[config.mk]
export PLATFORM = sky130hd
export DESIGN_NAME = ofdm_symbol_scheduler_flat
export DESIGN_NICKNAME = d
export VERILOG_FILES = /design/src/rtl/ofdm_symbol_scheduler_pkg.sv /design/src/rtl/ofdm_symbol_scheduler_if.sv /design/src/rtl/ofdm_cp_addr_gen.sv /design/src/rtl/ofdm_symbol_scheduler.sv /design/src/flat_wrapper.sv
export SDC_FILE = /design/constraint.sdc
export NUM_CORES = 1
export LEC_CHECK = 0
export BUFFER_PORTS_ARGS = -buffer_cell sky130_fd_sc_hd__buf_2
export CAP_MARGIN = 25
export CORE_ASPECT_RATIO = 0.9
export CORE_MARGIN = 1.5
export CORE_UTILIZATION = 40
export DETAILED_ROUTE_END_ITERATION = 10
export HOLD_SLACK_MARGIN = 0.05
export PLACE_DENSITY = 0.72
export SYNTH_ARGS = -nofsm -noshare
export SYNTH_HDL_FRONTEND = slang
export SYNTH_SLANG_ARGS = --single-unit
[constraint.sdc]
create_clock -name clk -period 3.1 [get_ports clk]
set_input_delay 0.155 -clock clk [delete_from_list [all_inputs] [get_ports clk]]
set_output_delay 0.155 -clock clk [all_outputs]
set_load 0.01 [all_outputs]
[src/rtl/ofdm_symbol_scheduler_pkg.sv]
// Constants and read-state encoding shared by the OFDM transmitter blocks
// (symbol scheduler, IFFT and framer).
package ofdm_pkg;

  localparam int N_FFT  = 64;
  localparam int CP_LEN = 16;
  localparam int ADDR_W = 6;

  typedef enum logic [1:0] {
    RD_IDLE = 2'd0,
    RD_CP   = 2'd1,
    RD_BODY = 2'd2
  } rd_state_e;

endpackage

[src/rtl/ofdm_symbol_scheduler_if.sv]
// Sample handshake and ping-pong RAM strobes between the symbol scheduler
// and its neighbours. The scheduler is the master side.
interface ofdm_symbol_scheduler_if #(
  parameter int ADDR_W = ofdm_pkg::ADDR_W
) ();

  logic              in_valid;
  logic              in_ready;
  logic              wr_en;
  logic              wr_bank;
  logic [ADDR_W-1:0] wr_addr;
  logic              out_ready;
  logic              rd_en;
  logic              rd_bank;
  logic [ADDR_W-1:0] rd_addr;
  logic              out_valid;
  logic              cp_active;
  logic              sym_start;
  logic [7:0]        sym_count;
  logic              overflow;

  modport master (
    input  in_valid, out_ready,
    output in_ready, wr_en, wr_bank, wr_addr,
    output rd_en, rd_bank, rd_addr, out_valid, cp_active, sym_start,
    output sym_count, overflow
  );

  modport slave (
    output in_valid, out_ready,
    input  in_ready, wr_en, wr_bank, wr_addr,
    input  rd_en, rd_bank, rd_addr, out_valid, cp_active, sym_start,
    input  sym_count, overflow
  );

endinterface

[src/rtl/ofdm_cp_addr_gen.sv]
// Read sequencer: walks a full bank as cyclic prefix followed by body and
// reports completion so the bank-full tracker can release it.
module ofdm_cp_addr_gen
  import ofdm_pkg::*;
#(
  parameter int N_FFT  = ofdm_pkg::N_FFT,
  parameter int CP_LEN = ofdm_pkg::CP_LEN,
  parameter int ADDR_W = ofdm_pkg::ADDR_W
) (
  input  logic              clk,
  input  logic              reset,
  input  logic              out_ready_i,
  input  logic [1:0]        full_i,
  output logic              rd_en_o,
  output logic              rd_bank_o,
  output logic [ADDR_W-1:0] rd_addr_o,
  output logic              out_valid_o,
  output logic              cp_active_o,
  output logic              sym_start_o,
  output logic              done_o
);

  localparam logic [1:0] S_IDLE = RD_IDLE;
  localparam logic [1:0] S_CP   = RD_CP;
  localparam logic [1:0] S_BODY = RD_BODY;

  localparam logic [ADDR_W-1:0] CP_START  = ADDR_W'(N_FFT - CP_LEN);
  localparam logic [ADDR_W-1:0] LAST_ADDR = ADDR_W'(N_FFT - 1);

  logic [1:0]        state_q, state_d;
  logic              bank_q, bank_d;
  logic [ADDR_W-1:0] addr_q, addr_d;
  logic              out_valid_q, cp_active_q, sym_start_q;
  logic              rd_en;
  logic              at_last;
  logic              done;

  assign rd_en   = out_ready_i && (state_q != S_IDLE);
  assign at_last = (addr_q == LAST_ADDR);

  always_comb begin
    state_d = state_q;
    bank_d  = bank_q;
    addr_d  = addr_q;
    done    = 1'b0;
    case (state_q)
      S_IDLE: begin
        if (full_i[bank_q]) begin
          state_d = S_CP;
          addr_d  = CP_START;
        end
      end
      S_CP: begin
        if (rd_en) begin
          addr_d = addr_q + ADDR_W'(1);
          if (at_last) state_d = S_BODY;
        end
      end
      S_BODY: begin
        if (rd_en) begin
          addr_d = addr_q + ADDR_W'(1);
          if (at_last) begin
            done   = 1'b1;
            bank_d = ~bank_q;
            // Chain straight into the other bank's prefix when it is ready,
            // so consecutive symbols leave no idle cycle on the output.
            if (full_i[~bank_q]) begin
              state_d = S_CP;
              addr_d  = CP_START;
            end else begin
              state_d = S_IDLE;
            end
          end
        end
      end
      default: state_d = S_IDLE;
    endcase
  end

  always_ff @(posedge clk) begin
    if (reset) begin
      state_q     <= S_IDLE;
      bank_q      <= 1'b0;
      addr_q      <= '0;
      out_valid_q <= 1'b0;
      cp_active_q <= 1'b0;
      sym_start_q <= 1'b0;
    end else begin
      state_q     <= state_d;
      bank_q      <= bank_d;
      addr_q      <= addr_d;
      out_valid_q <= rd_en;
      cp_active_q <= rd_en && (state_q == S_CP);
      sym_start_q <= rd_en && (state_q == S_CP) && (addr_q == CP_START);
    end
  end

  assign rd_en_o     = rd_en;
  assign rd_bank_o   = bank_q;
  assign rd_addr_o   = addr_q;
  assign out_valid_o = out_valid_q;
  assign cp_active_o = cp_active_q;
  assign sym_start_o = sym_start_q;
  assign done_o      = done;

endmodule

[src/rtl/ofdm_symbol_scheduler.sv]
// Ping-pong symbol scheduler: fills two RAM banks from the IFFT and plays
// each full bank out with its cyclic prefix prepended.
module ofdm_symbol_scheduler
  import ofdm_pkg::*;
#(
  parameter int N_FFT  = ofdm_pkg::N_FFT,
  parameter int CP_LEN = ofdm_pkg::CP_LEN,
  parameter int ADDR_W = ofdm_pkg::ADDR_W
) (
  input  logic                    clk,
  input  logic                    reset,
  ofdm_symbol_scheduler_if.master bus
);

  localparam logic [ADDR_W-1:0] LAST_ADDR = ADDR_W'(N_FFT - 1);

  logic [1:0]        full_q, full_d;
  logic              wr_bank_q;
  logic [ADDR_W-1:0] wr_addr_q;
  logic              overflow_q;
  logic [7:0]        sym_count_q;

  logic              in_ready;
  logic              wr_en;
  logic              wr_last;
  logic              rd_bank;
  logic              rd_done;

  assign in_ready = ~full_q[wr_bank_q];
  assign wr_en    = bus.in_valid & in_ready;
  assign wr_last  = wr_en && (wr_addr_q == LAST_ADDR);

  // Writer and reader never touch the same bank's flag in one cycle.
  always_comb begin
    full_d = full_q;
    if (wr_last) full_d[wr_bank_q] = 1'b1;
    if (rd_done) full_d[rd_bank]   = 1'b0;
  end

  always_ff @(posedge clk) begin
    if (reset) begin
      full_q      <= 2'b00;
      wr_bank_q   <= 1'b0;
      wr_addr_q   <= '0;
      overflow_q  <= 1'b0;
      sym_count_q <= 8'd0;
    end else begin
      full_q <= full_d;
      if (wr_en) wr_addr_q <= wr_addr_q + ADDR_W'(1);
      if (wr_last) wr_bank_q <= ~wr_bank_q;
      if (bus.in_valid && !in_ready) overflow_q <= 1'b1;
      if (rd_done) sym_count_q <= sym_count_q + 8'd1;
    end
  end

  ofdm_cp_addr_gen #(
    .N_FFT  (N_FFT),
    .CP_LEN (CP_LEN),
    .ADDR_W (ADDR_W)
  ) u_cp_addr_gen (
    .clk         (clk),
    .reset       (reset),
    .out_ready_i (bus.out_ready),
    .full_i      (full_q),
    .rd_en_o     (bus.rd_en),
    .rd_bank_o   (rd_bank),
    .rd_addr_o   (bus.rd_addr),
    .out_valid_o (bus.out_valid),
    .cp_active_o (bus.cp_active),
    .sym_start_o (bus.sym_start),
    .done_o      (rd_done)
  );

  assign bus.in_ready  = in_ready;
  assign bus.wr_en     = wr_en;
  assign bus.wr_bank   = wr_bank_q;
  assign bus.wr_addr   = wr_addr_q;
  assign bus.rd_bank   = rd_bank;
  assign bus.sym_count = sym_count_q;
  assign bus.overflow  = overflow_q;

endmodule

[src/flat_wrapper.sv]
// flat-port wrapper written by rule: the top's interface ports become plain ports
module ofdm_symbol_scheduler_flat import ofdm_pkg::*;
#(
  parameter int N_FFT  = ofdm_pkg::N_FFT,
  parameter int CP_LEN = ofdm_pkg::CP_LEN,
  parameter int ADDR_W = ofdm_pkg::ADDR_W
)
  (clk, reset, bus_in_valid, bus_out_ready, bus_in_ready, bus_wr_en, bus_wr_bank, bus_wr_addr, bus_rd_en, bus_rd_bank, bus_rd_addr, bus_out_valid, bus_cp_active, bus_sym_start, bus_sym_count, bus_overflow);
  ofdm_symbol_scheduler_if #(.ADDR_W(ADDR_W)) bus_i ();
  input  logic clk;
  input  logic reset;
  input wire logic [$bits(bus_i.in_valid)-1:0] bus_in_valid;
  input wire logic [$bits(bus_i.out_ready)-1:0] bus_out_ready;
  output wire logic [$bits(bus_i.in_ready)-1:0] bus_in_ready;
  output wire logic [$bits(bus_i.wr_en)-1:0] bus_wr_en;
  output wire logic [$bits(bus_i.wr_bank)-1:0] bus_wr_bank;
  output wire logic [$bits(bus_i.wr_addr)-1:0] bus_wr_addr;
  output wire logic [$bits(bus_i.rd_en)-1:0] bus_rd_en;
  output wire logic [$bits(bus_i.rd_bank)-1:0] bus_rd_bank;
  output wire logic [$bits(bus_i.rd_addr)-1:0] bus_rd_addr;
  output wire logic [$bits(bus_i.out_valid)-1:0] bus_out_valid;
  output wire logic [$bits(bus_i.cp_active)-1:0] bus_cp_active;
  output wire logic [$bits(bus_i.sym_start)-1:0] bus_sym_start;
  output wire logic [$bits(bus_i.sym_count)-1:0] bus_sym_count;
  output wire logic [$bits(bus_i.overflow)-1:0] bus_overflow;
  assign bus_i.in_valid = bus_in_valid;
  assign bus_i.out_ready = bus_out_ready;
  assign bus_in_ready = bus_i.in_ready;
  assign bus_wr_en = bus_i.wr_en;
  assign bus_wr_bank = bus_i.wr_bank;
  assign bus_wr_addr = bus_i.wr_addr;
  assign bus_rd_en = bus_i.rd_en;
  assign bus_rd_bank = bus_i.rd_bank;
  assign bus_rd_addr = bus_i.rd_addr;
  assign bus_out_valid = bus_i.out_valid;
  assign bus_cp_active = bus_i.cp_active;
  assign bus_sym_start = bus_i.sym_start;
  assign bus_sym_count = bus_i.sym_count;
  assign bus_overflow = bus_i.overflow;
  ofdm_symbol_scheduler #(.N_FFT(N_FFT), .CP_LEN(CP_LEN), .ADDR_W(ADDR_W)) u_core (.clk(clk), .reset(reset), .bus(bus_i));
endmodule
Word-level counts from Yosys, hierarchy flattened
Cells that the tools add are included.
Storage, ports and cells
  flip-flop bits (word level): 30
  input port bits: 4
  output and inout port bits: 29
  word-level logic and storage cells: 77
Operators by class
  $add $sub $neg: 3
  $lt $le $gt $ge: 5
  eq/ne operators: 10
  multiplexer cells: 28
  bitwise operators: 7
  reduce and logical (&&, ||, !) cells: 13
Operators by type and width (number)
  $mux 6: 5
  $eq 6x6->1 const B: 3
  $pmux 6 s3: 1
  $mux 2: 7
  $add 6x1->6 const B: 2
  $mux 1: 12
  $ne 2x2->1 const B: 5
  $add 8x1->8 const B: 1
  $logic_and 1x1->1: 7
  $lt 1x2->1 const B: 3
  $pmux 2 s3: 1
  $reduce_and 5->1: 1
  $reduce_and 4->1: 1
  $not 1->1: 3
  $reduce_and 3->1: 1
  $reduce_bool 3->1: 1
  $and 2x2->2: 1
  $demux 1 s1: 2
  $eq 2x1->1 const B: 1
  $eq 2x2->1 const B: 1
  $ge 1x1->1 const B: 2
  $logic_not 2->1: 1
  $not 2->2: 1
  $or 2x2->2: 1
  other kinds (2): 2

Depth between registers and ports, before layout
Gate-level depths: netlist (run 1).
  depth after elaboration: 8
  mapped depth: 8

Cells and area by module
From an unflattened synthesis (run 1), not the netlist that was laid out.
Second synthesis, totals
  cells, all modules: 174
  area total of the unflattened synthesis: 1478.9 sq um
By module, submodules not included
  ofdm_symbol_scheduler: instances 1, cells each 91, area an instance 795.8 sq um, seq. area each 360.3 sq um
  ofdm_cp_addr_gen: instances 1, cells each 83, area an instance 683.2 sq um, seq. area each 240.2 sq um

Worst setup path after synthesis (run 1)
No wires, ideal clock.
  kind: reg2reg
  start point: register u_core.u_cp_addr_gen.state_q[0]
  end point: register u_core.sym_count_q[5] (netlist: u_core.bus.sym_count[5])
  data arrival time: 2.104 ns
  slack: 0.926 ns
  cell stages (with the launch flop): 9
  path buffers: 2
  period minus slack after synthesis: 2.174 ns
  cells stage by stage: dfxtp_1 inv_1 ha_1 nand2b_1 buf_2 or3_1 buf_2 or4_1 a21oi_1
On the way
  cells in the longest elaborated chain, start to end: 4
  elaborated cells on any way between the ends: 5
  those cells by class: eq/ne (1); mux (2); reduce/logical (2)
RTL lines
  start, declared: line ofdm_cp_addr_gen.sv:30  | logic [1:0] state_q, state_d;
  start signal, assigned: line ofdm_cp_addr_gen.sv:89  | state_q <= state_d;
  $reduce_bool 2->1: line ofdm_cp_addr_gen.sv:38  | assign rd_en = out_ready_i && (state_q != S_IDLE);
  $logic_and 1x1->1: line ofdm_cp_addr_gen.sv:38
  $mux 1: line ofdm_cp_addr_gen.sv:60  | if (rd_en) begin
  $mux 1 *: line ofdm_cp_addr_gen.sv:46  | case (state_q)
  end signal, assigned: line ofdm_symbol_scheduler.sv:52  | if (rd_done) sym_count_q <= sym_count_q + 8'd1;
  end, declared: line ofdm_symbol_scheduler.sv:21  | logic [7:0] sym_count_q;
Every way passes the cells marked *; elsewhere a longest branch is shown, timed or not.
A chain may end at the register's enable or synchronous reset.

Final worst setup path (run 1)
  start point: register u_core.u_cp_addr_gen.state_q[0]
  end point: register u_core.sym_count_q[6] (netlist: u_core.bus.sym_count[6])
Same word-level chain as after synthesis.

==> results of run 1 <==
-- registers in the layout, summed over array words and instances (netlist names) --
name	cells
u_core.u_cp_addr_gen.sym_start_o	1
u_core.u_cp_addr_gen.rd_bank_o	1
u_core.full_q	2
u_core.u_cp_addr_gen.rd_addr_o	6
u_core.bus.wr_bank	1
u_core.bus.wr_addr	6
u_core.u_cp_addr_gen.out_valid_o	1
u_core.bus.sym_count	8
u_core.u_cp_addr_gen.cp_active_o	1
u_core.u_cp_addr_gen.state_q	2
u_core.bus.overflow	1
-- synthesized netlist by cell type (3+ instances only) --
| library cell | instances |
|---|---|
| o31ai_1 | 3 |
| o31a_1 | 3 |
| inv_1 | 11 |
| nand2b_1 | 5 |
| nand3_1 | 7 |
| ha_1 | 10 |
| xnor2_1 | 6 |
| o21ai_0 | 5 |
| nor4_1 | 4 |
| nor3_1 | 5 |
| a21oi_1 | 14 |
| nand4_1 | 4 |
| nor2_1 | 17 |
| clkbuf_1 | 4 |
| xor2_1 | 4 |
| mux2i_1 | 4 |
| dfxtp_1 | 30 |
| and2_1 | 3 |
| nand2_1 | 15 |
| or3_1 | 3 |
-- routing by layer --
metal / part of all wire [%] / vias to the layer above / wire, µm
met5: 0 / - / 0
met4: 0.87 / 0 / 27
met3: 5.6 / 2 / 175
met2: 47 / 39 / 1460
met1: 47 / 631 / 1450
li1: - / 681 / -
-- cells by family (layout without fill, tap and decap cells) --
| kind of cell | after synthesis | after routing | share of synthesized area (%) |
|---|---|---|---|
| buffers and inverters | 17 | 51 | 4.38 |
| muxes | 6 | 6 | 4.13 |
| xor gates and xnor gates | 10 | 10 | 5.78 |
| AOI/OAI and AO/OA | 31 | 31 | 13.0 |
| and+or+nand+nor | 72 | 72 | 24.8 |
| DFF | 30 | 30 | 39.6 |
| adders and majority gates | 10 | 10 | 8.26 |
-- area by class of cell --
type | instances | area [µm²]
fillers | 384 | 1880
flip-flops and latches | 30 | 601
repair buffers | 32 | 160
clock buffers | 7 | 86.3
clock inverters | 1 | 5.00
multi-input cells | 129 | 848
well taps | 46 | 57.6
inverters | 11 | 41.3
-- worst max-delay path, delay by kind of cell, from the launching register on --
family	cells	cell delay (ns)
compound gates	1	0.15
buf+inv	1	0.09
fa+ha+maj	1	0.25
simple gates	3	1.37
flops	1	0.43
-- power by group through the flow --
stage          clock network [W]  registers, W  logic (W)
2_1_floorplan                  0      0.000400  0.0000129
3_3_place_gp                   0      0.000399  0.0000220
3_5_place_dp                   0      0.000400  0.0000225
4_1_cts                 0.000333      0.000391  0.0000224
5_1_grt                 0.000355      0.000391  0.0000259
6_report                0.000327      0.000391  0.0000222
-- metrics by stage --
stage | setup slack, ns | power [W] | instance area, µm² | std cells | hold slack [ns]
floorplan | 0.926 | 0.000413 | 1520 | 176 | 0.296
global placement | 0.858 | 0.000421 | 1710 | 248 | 0.445
detailed placement | 0.766 | 0.000422 | 1710 | 248 | 0.458
CTS | 0.746 | 0.000746 | 1800 | 256 | 0.182
global route | 0.549 | 0.000772 | 1800 | 256 | 0.210
finish | 0.741 | 0.000740 | 1800 | 256 | 0.192
-- how the worst max path moves through the flow --
| stage | slack [ns] | end | depth (start not counted) | start |
|---|---|---|---|---|
| after global routing | 0.55 | u_core.bus.sym_count[6] | 6 | u_core.u_cp_addr_gen.state_q[0] |
| after floorplan | 0.93 | u_core.bus.sym_count[5] | 8 | u_core.u_cp_addr_gen.state_q[0] |
| after CTS | 0.75 | u_core.bus.sym_count[6] | 6 | u_core.u_cp_addr_gen.state_q[0] |
| after detailed placement | 0.77 | u_core.bus.sym_count[6] | 6 | u_core.u_cp_addr_gen.state_q[0] |
| final | 0.74 | u_core.bus.sym_count[6] | 6 | u_core.u_cp_addr_gen.state_q[0] |
| after global placement | 0.86 | u_core.bus.sym_count[6] | 6 | u_core.u_cp_addr_gen.state_q[0] |
==> metrics.txt, run 1 <==
post-synthesis cell count=176; CP cell instances=inv_1 > ha_1 > nand2b_1 > or3_1 > or4_1 > a21oi_1; # Max-Cap Violations=0; RSZ-0062 raised after global routing=no; starting density of the core=between 40% and 50%; Final Slew Violations=0; # diodes=0; vias in the first global route=between 1000 and 1500; setup_tns=0 ns; worst path arrival time=between 2 and 3 ns; first-pass GRT wire length=4900 µm; fmax=between 400 and 500 MHz; synth unique cells=33; number of port buffers=32; TritonCTS buffer count=5; WL final=3110 µm; global placement routability congestion=~0.83; CTS tree=built; sw frac=22.3%; status=finished, final reports clean; # DRC=0; CP Capture Type=flip-flop; worst hold path class=in -> reg; number of DRC markers in iteration 0=57; delay of the slowest critical-path stage=between 0.5 and 0.6 ns; main area contributors after synthesis=dfxtp_1 40%, ha_1 8.3%, a21oi_1 4.6%, nor2_1 4.2%, nand2_1 3.7%; data required time at the worst endpoint=about 3.3 ns; post-route ant nets=0; largest net degree at the start of global routing=30; asr flop ratio synth=0%; P_sw=0.000165 W; max_slew headroom=53.7%; Crit Reg-Reg Endpoint=u_core.bus.sym_count[6]; CTS H-tree depth=2; Setup-failing EPs final=0; hold buffer count at cts=0; HPWL Detailed=roughly 2300 µm; grt peak-use layer=met2; Post-synth EDFFs=0; 1st-pass router iterations=4; flop2flop setup slack=0.74 ns; Worst Hold Path EP=u_core.bus.overflow; Leak=0.748 nW; IO Count=33; clk sinks=30; Yosys top cell by area=dfxtp_1; initial antenna violation count=0; met3 Resource Use GR=5.48%; die height=between 60 and 70 µm; commonest cells after routing, fill and taps aside=32 x buf_2, 30 x dfxtp_1, 17 x nor2_1; core area=0.00368 mm²; Final Skew=around 0.0050 ns; CTS max path bufs=2; Hold Path Stages=3; Top FF cell, synth=dfxtp_1; R2R depth=6; post-layout min period=about 2.4 ns; die width=between 60 and 70 µm; met1 usage=roughly 20%; final critical-path share of the clock period=76.1%; syn avg cell area=8.61 µm²; Clock Tree Root=clkbuf_8; Seq/Total Area, Yosys=~40%; min-delay src=bus_in_valid; Comb power frac=3.0%; Worst-path clk slew=~0.060 ns; wire length per cell=12.1 µm; cell area after synthesis=0.00152 mm²; final number of hold-violating endpoints=0; via count=approximately 1400; nets=223; Power Density=411 mW/mm²; Pint=about 0.00058 W; row cnt=21; Max FO, Critical Path=9; reg2reg start=u_core.u_cp_addr_gen.state_q[0]; Total Die Area=about 0.0042 mm²; share of the core filled with cells=between 40% and 50%; Synth-to-Final Area Change=18.7%; Clk pwr share=44.1%; Slew @ Worst Pin=0.689 ns; Setup Buffers After CTS=0; gr usage total=16.0%; layout cells sized above 1=between 20% and 30%; Post-Syn Nets=190; VDD IR max=131 µV; crit path kind=reg -> reg; global route overflow=0; Clock Latency Late Sink=between 0.2 and 0.3 ns; Yosys reg bits=30; CP Launch Type=flip-flop; vias per inst=roughly 5.3; Yosys warning total=0; most common cell after layout, fill and taps aside=buf_2; met2 usage in global routing=between 20% and 30%; sequential share of power=52.9%; share of the synthesized area in the top cell type=approximately two fifths; Slowest-stage cell, CP=or4_1; CTS-repair resized insts=0
Power figures use the tool's default switching activity.
==> run 2: changes to the inputs <==
clock period = 2.3 ns   (was 3.1 ns; I/O delays follow)
==> metrics.txt, run 2 (synthesis results as in run 1) <==
status=finished, final reports clean; post-layout min period=2.14 ns (-0.216 ns); worst hold path class=in -> reg; Clk pwr share=48.8% (+4.7 points); initial antenna violation count=0 (unchanged); grt peak-use layer=met2; final number of hold-violating endpoints=0 (unchanged); CP cell instances=inv_1 > ha_1 > or2_2 > a221o_1 > or3_1 > a21oi_1; Final Skew=0.00146 ns (-0.00357 ns); Clock Latency Late Sink=0.28 ns (about the same); Sequential Area=601 µm² (unchanged); die width=67.9 µm (unchanged); Total Die Area=0.00417 mm² (unchanged); wire length per cell=11.6 µm (-4.2%); global placement routability congestion=0.819 (-1.6%); max reg flops=8 (unchanged); setup_tns=0 ns (unchanged); commonest cells after routing, fill and taps aside=32 x buf_2, 30 x dfxtp_1, 17 x nor2_1; gr usage total=16.9% (+0.86 points); layout cells sized above 1=22.6% (+1.7 points); Worst-path clk slew=0.06 ns (about the same); # DRC=0 (unchanged); data required time at the worst endpoint=2.52 ns (-0.80 ns); Final Slew Violations=0 (unchanged); WL final=3000 µm (-3.5%); IO Count=33 (unchanged); post-route ant nets=0 (unchanged); sw frac=19.2% (-3.1 points); CP Launch Type=flip-flop; starting density of the core=41.2% (unchanged); worst path arrival time=2.36 ns (-0.21 ns); Pint=0.000881 W (+53%); CP delay by family, top=simple AND/OR/NAND/NOR gates; vias in the first global route=1213 (+8.9%); CP Buf/Inv Count=1 (unchanged); crit path kind=reg -> reg; CTS H-tree depth=2 (unchanged); CTS tree=built; Max FO, Critical Path=8 (-1); clk sinks=30 (unchanged); Leak=0.774 nW (+3.4%); via count=1318 (-2.6%); CTS-repair resized insts=0 (unchanged); largest net degree at the start of global routing=30 (unchanged); delay of the slowest critical-path stage=0.43 ns (-0.12 ns); # diodes=0 (unchanged); CP Capture Type=flip-flop; HPWL Detailed=2240 µm (-2.5%); hold buffer count at cts=0 (unchanged); number of port buffers=32 (unchanged); sequential share of power=48.4% (-4.5 points); Slew @ Worst Pin=0.495 ns (-0.194 ns); share of the core filled with cells=50.2% (+1.3 points); met3 Resource Use GR=4.57% (-0.91 points); die height=61.4 µm (unchanged); first-pass GRT wire length=5180 µm (+5.8%); fmax=467 MHz (+10%); core area=0.00368 mm² (unchanged); number of DRC markers in iteration 0=72 (+26%); met1 usage=20.2% (+0.045 points); row cnt=21 (unchanged); RSZ-0062 raised after global routing=no; Power Density=589 mW/mm² (+43%); 1st-pass router iterations=4 (unchanged); Multi-input gate area=853 µm² (+0.59%); TritonCTS buffer count=5 (unchanged); VDD IR max=356 µV (+170%); # Max-Cap Violations=0 (unchanged); flop2flop setup slack=0.16 ns (-0.58 ns); most common cell after layout, fill and taps aside=buf_2; vias per inst=5.11 (-3.3%); P_sw=0.000209 W (+27%); max_slew headroom=67.0% (+13 points); Slowest-stage cell, CP=dfxtp_1; met2 usage in global routing=27.5% (+2.0 points); nets=226 (+1.3%); Setup Buffers After CTS=0 (unchanged); CTS max path bufs=2 (unchanged); Comb power frac=2.8% (-0.2 points); Clock Tree Root=clkbuf_8; Hold Slack=0.161 ns (-0.0305 ns); final critical-path share of the clock period=93.1% (+17 points); fill count=364 (-5.2%); global route overflow=0 (unchanged); Setup-failing EPs final=0 (unchanged); Synth-to-Final Area Change=22.0%
## run 2: changes by cell type in the layout (fill, tap and decap cells not counted), sizes merged
cell,before,now
buf,32,35
bufinv,0,1
clkbuf,7,6
clkinv,1,0
## run 2: routing by layer
layer | vias up | part of all wire, % | wire length (µm)
met3 | 8 | 4.2 | 125
met5 | - | 0 | 0
li1 | 686 | - | -
met1 | 595 | 48 | 1430
met2 | 29 | 45 | 1360
met4 | 0 | 2.7 | 80
## run 2: layout make-up
type                    count  area share, %
clock inverters             1           1.62
repair buffers             35           9.88
well taps                  46           3.11
inverters                  11           2.23
multi-input cells         129           46.2
flip-flops and latches     30           32.5
clock buffers               6           4.47
## run 2: power groups by stage
stage	combinational [W]	clock, W	sequential [W]
final	0.0000303	0.000532	0.000527
after global routing	0.0000352	0.000572	0.000527
after CTS	0.0000309	0.000549	0.000527
after detailed placement	0.0000309	0	0.000538
after global placement	0.0000300	0	0.000538
after floorplan	0.0000174	0	0.000540
## run 2: path summary, 6_finish.rpt
| check | start | to | depth (start not counted) |
|---|---|---|---|
| setup / recovery | u_core.u_cp_addr_gen.state_q[0] | u_core.u_cp_addr_gen.rd_addr_o[3] | 6 |
| hold / removal | bus_in_valid | u_core.bus.wr_addr[1] | 3 |
| setup reg to reg | u_core.u_cp_addr_gen.state_q[0] | u_core.u_cp_addr_gen.rd_addr_o[3] | 6 |
| hold reg to reg | u_core.bus.wr_addr[1] | u_core.bus.wr_addr[1] | 2 |
## run 2: worst min-delay path: stages
cell	delay, ns
buf_2	0.14
nand3_1	0.08
a21oi_1	0.06
## run 2: per-stage QoR
step                total power [W]  std cells  setup slack, ns  area, µm²
finish                      0.00109        258            0.158       1850
global route                0.00113        258          0.00576       1850
CTS                         0.00111        258           0.0850       1840
detailed placement         0.000569        251            0.131       1730
global placement           0.000568        251            0.204       1730
floorplan                  0.000557        176            0.126       1520
==> run 3: changes to the inputs <==
PLACE_DENSITY = not set   (was 0.72)
PLACE_DENSITY_LB_ADDON = 0.1   (was not set)
SYNTH_HIERARCHICAL = 1   (was not set)
==> metrics.txt, run 3 <==
largest net degree at the start of global routing=16 (-47%); global route overflow=0 (unchanged); nets=224 (-0.88%); die width=67.1 µm (-1.1%); Clock Tree Root=clkbuf_8; top cells by count, synth=30 x dfxtp_1, 15 x a21oi_1, 14 x inv_1, 14 x nor2_1; Leak=0.739 nW (-4.6%); CTS tree=built; hold buffer count at cts=0 (unchanged); initial antenna violation count=0 (unchanged); max reg flops=8 (unchanged); # diodes=0 (unchanged); clk sinks=30 (unchanged); final instance area=0.00179 mm² (-3.2%); core area=0.00345 mm² (-6.1%); number of DRC markers in iteration 0=60 (-17%); # DRC=0 (unchanged); Post-synth EDFFs=0 (unchanged); cell area after synthesis=0.00148 mm² (-2.4%); asr flop ratio synth=0% (unchanged); data required time at the worst endpoint=2.51 ns (about the same); global placement routability congestion=0.791 (-3.5%); Max FO, Critical Path=6 (-2); commonest cells after routing, fill and taps aside=32 x buf_2, 30 x dfxtp_1, 15 x a21oi_1; Final Skew=0.00545 ns (+0.00399 ns); syn avg cell area=8.50 µm² (-1.3%); most common cell after layout, fill and taps aside=buf_2; synth unique cells=37 (+12%); Power Density=608 mW/mm² (+3.1%); post-layout min period=2.09 ns (-0.0524 ns); delay of the slowest critical-path stage=0.52 ns (+0.09 ns); 1st-pass router iterations=4 (unchanged); CP Launch Type=flip-flop; starting density of the core=42.8% (+1.6 points); row cnt=20 (-4.8%); Setup-failing EPs final=0 (unchanged); layout cells sized above 1=22.6% (unchanged); Post-Syn Nets=187 (-1.6%); via count=1339 (+1.6%); status=finished, final reports clean; Clock Latency Late Sink=0.28 ns (about the same); worst path arrival time=2.30 ns (-0.06 ns); crit path kind=reg -> reg; main area contributors after synthesis=dfxtp_1 41%, ha_1 7.6%, a21oi_1 5.1%, o21ai_0 4.1%, inv_1 3.6%; Total Die Area=0.00407 mm² (-2.3%); Slowest-stage cell, CP=or4_1; Worst-path clk slew=0.06 ns (about the same); CTS H-tree depth=2 (unchanged); post-synthesis cell count=174 (-1.1%); final critical-path share of the clock period=90.9% (-2.3 points); CP Capture Type=flip-flop; vias in the first global route=1183 (-2.5%); number of port buffers=32 (unchanged); final number of hold-violating endpoints=0 (unchanged); most frequent cell after synthesis=dfxtp_1; wire length per cell=12.5 µm (+7.4%); die height=60.7 µm (-1.1%); fmax=478 MHz (+2.5%); worst hold path class=in -> reg; # Max-Cap Violations=0 (unchanged); WL final=3200 µm (+6.6%); Yosys reg bits=30 (unchanged); Yosys warning total=6 (+6); max_slew headroom=74.8% (+7.9 points); gr usage total=17.4% (+0.58 points); TritonCTS buffer count=5 (unchanged); CP cell instances=inv_1 > ha_1 > nand2b_1 > nor3_2 > nand3_1 > or4_1 > a21oi_1; vias per inst=5.23 (+2.4%); share of the core filled with cells=51.8% (+1.6 points); Top FF cell, synth=dfxtp_1; CTS max path bufs=2 (unchanged); Slew @ Worst Pin=0.374 ns (-0.121 ns); setup_tns=0 ns (unchanged); RSZ-0062 raised after global routing=no; first-pass GRT wire length=5330 µm (+2.8%); fill count=346 (-4.9%); post-placement cell area=0.00169 mm² (-2.2%); IO Count=33 (unchanged); HPWL Detailed=2340 µm (+4.5%); Synth-to-Final Area Change=21.0%; share of the synthesized area in the top cell type=40.6% (+0.97 points); Final Slew Violations=0 (unchanged); Yosys top cell by area=dfxtp_1; VDD IR max=369 µV (+3.8%); post-route ant nets=0 (unchanged); Seq/Total Area, Yosys=40.6% (+0.97 points)
==> run 3: changes by cell type after synthesis, moves of 3 or more <==
cell | previous run | this run
nor2_1 | 17 | 14
nand2_1 | 15 | 12
o21ai_0 | 5 | 12
o31a_1 | 3 | 0
nand2b_1 | 5 | 1
o21a_1 | 0 | 3
or3_1 | 3 | 6
inv_1 | 11 | 14
xnor2_1 | 6 | 2
==> run 3: stage by stage <==
step / total power, W / worst slack [ns] / std cells / hold slack, ns
finish: 0.00109 / 0.210 / 256 / 0.146
global route: 0.00115 / 0.0155 / 256 / 0.160
CTS: 0.00110 / 0.0222 / 256 / 0.138
detailed placement: 0.000667 / 0.0463 / 248 / 0.434
global placement: 0.000664 / 0.147 / 248 / 0.430
floorplan: 0.000629 / 0.103 / 174 / 0.256
==> run 3: layout make-up <==
| cell class | count | area (µm²) | area share (%) |
|---|---|---|---|
| inverter | 14 | 52.6 | 2.94 |
| timing repair buffer | 35 | 183 | 10.2 |
| clock inverter | 1 | 5.00 | 0.280 |
| sequential | 30 | 601 | 33.6 |
| tap | 44 | 55.1 | 3.08 |
| clock buffer | 7 | 86.3 | 4.83 |
| multi-input combinational | 125 | 807 | 45.1 |
==> run 3: power breakdown <==
| group | leakage [nW] | internal [W] | switching [W] |
|---|---|---|---|
| Sequential | 0.242 | 0.000532 | 0.0000148 |
| Clock | 0.0482 | 0.000241 | 0.000190 |
| Combinational | 0.449 | 0.0000434 | 0.0000663 |
==> run 3: routing by layer <==
metal | vias up | routed length, µm | global-route usage, %
li1 | 696 | - | -
met1 | 615 | 1620 | 23.6
met2 | 23 | 1410 | 26.7
met3 | 5 | 123 | 4.45
met4 | 0 | 40 | 7.00
met5 | - | 0 | 0
==> run 3: final timing paths <==
| check | from | to | slack, ns | depth (start not counted) |
|---|---|---|---|---|
| worst max-delay path | u_core/u_cp_addr_gen/state_q[0] | u_core/bus.sym_count[7] | 0.21 | 7 |
| worst min-delay path | bus_in_valid | u_core/bus.overflow | 0.15 | 3 |
| worst max register to register | u_core/u_cp_addr_gen/state_q[0] | u_core/bus.sym_count[7] | 0.21 | 7 |
| worst min register to register | u_core/bus.overflow | u_core/bus.overflow | 0.47 | 2 |
==> run 3: cells by family (layout without fill, tap and decap cells) <==
| logic type | after synthesis | after routing | share of synthesized area, % |
|---|---|---|---|
| xor+xnor | 5 | 5 | 2.96 |
| buf+inv | 19 | 57 | 5.16 |
| simple gates | 62 | 62 | 21.0 |
| flops | 30 | 30 | 40.6 |
| compound gates | 43 | 43 | 18.2 |
| mux | 6 | 6 | 4.48 |
| fa+ha+maj | 9 | 9 | 7.61 |
==> run 3: worst max-delay path, delay by kind of cell (launching register included) <==
kind                     cells  cell delay (ns)
adder cells (fa/ha/maj)      1             0.25
AO/OA/AOI/OAI                1             0.14
flip-flops                   1             0.40
AND/OR/NAND/NOR              4             1.14
buffers and inverters        1             0.10
==> run 3: timing repair <==
action                     in CTS  in global routing
setup endpoints to repair       0                  3
buffers inserted                0                  0
resized for setup               0                  1
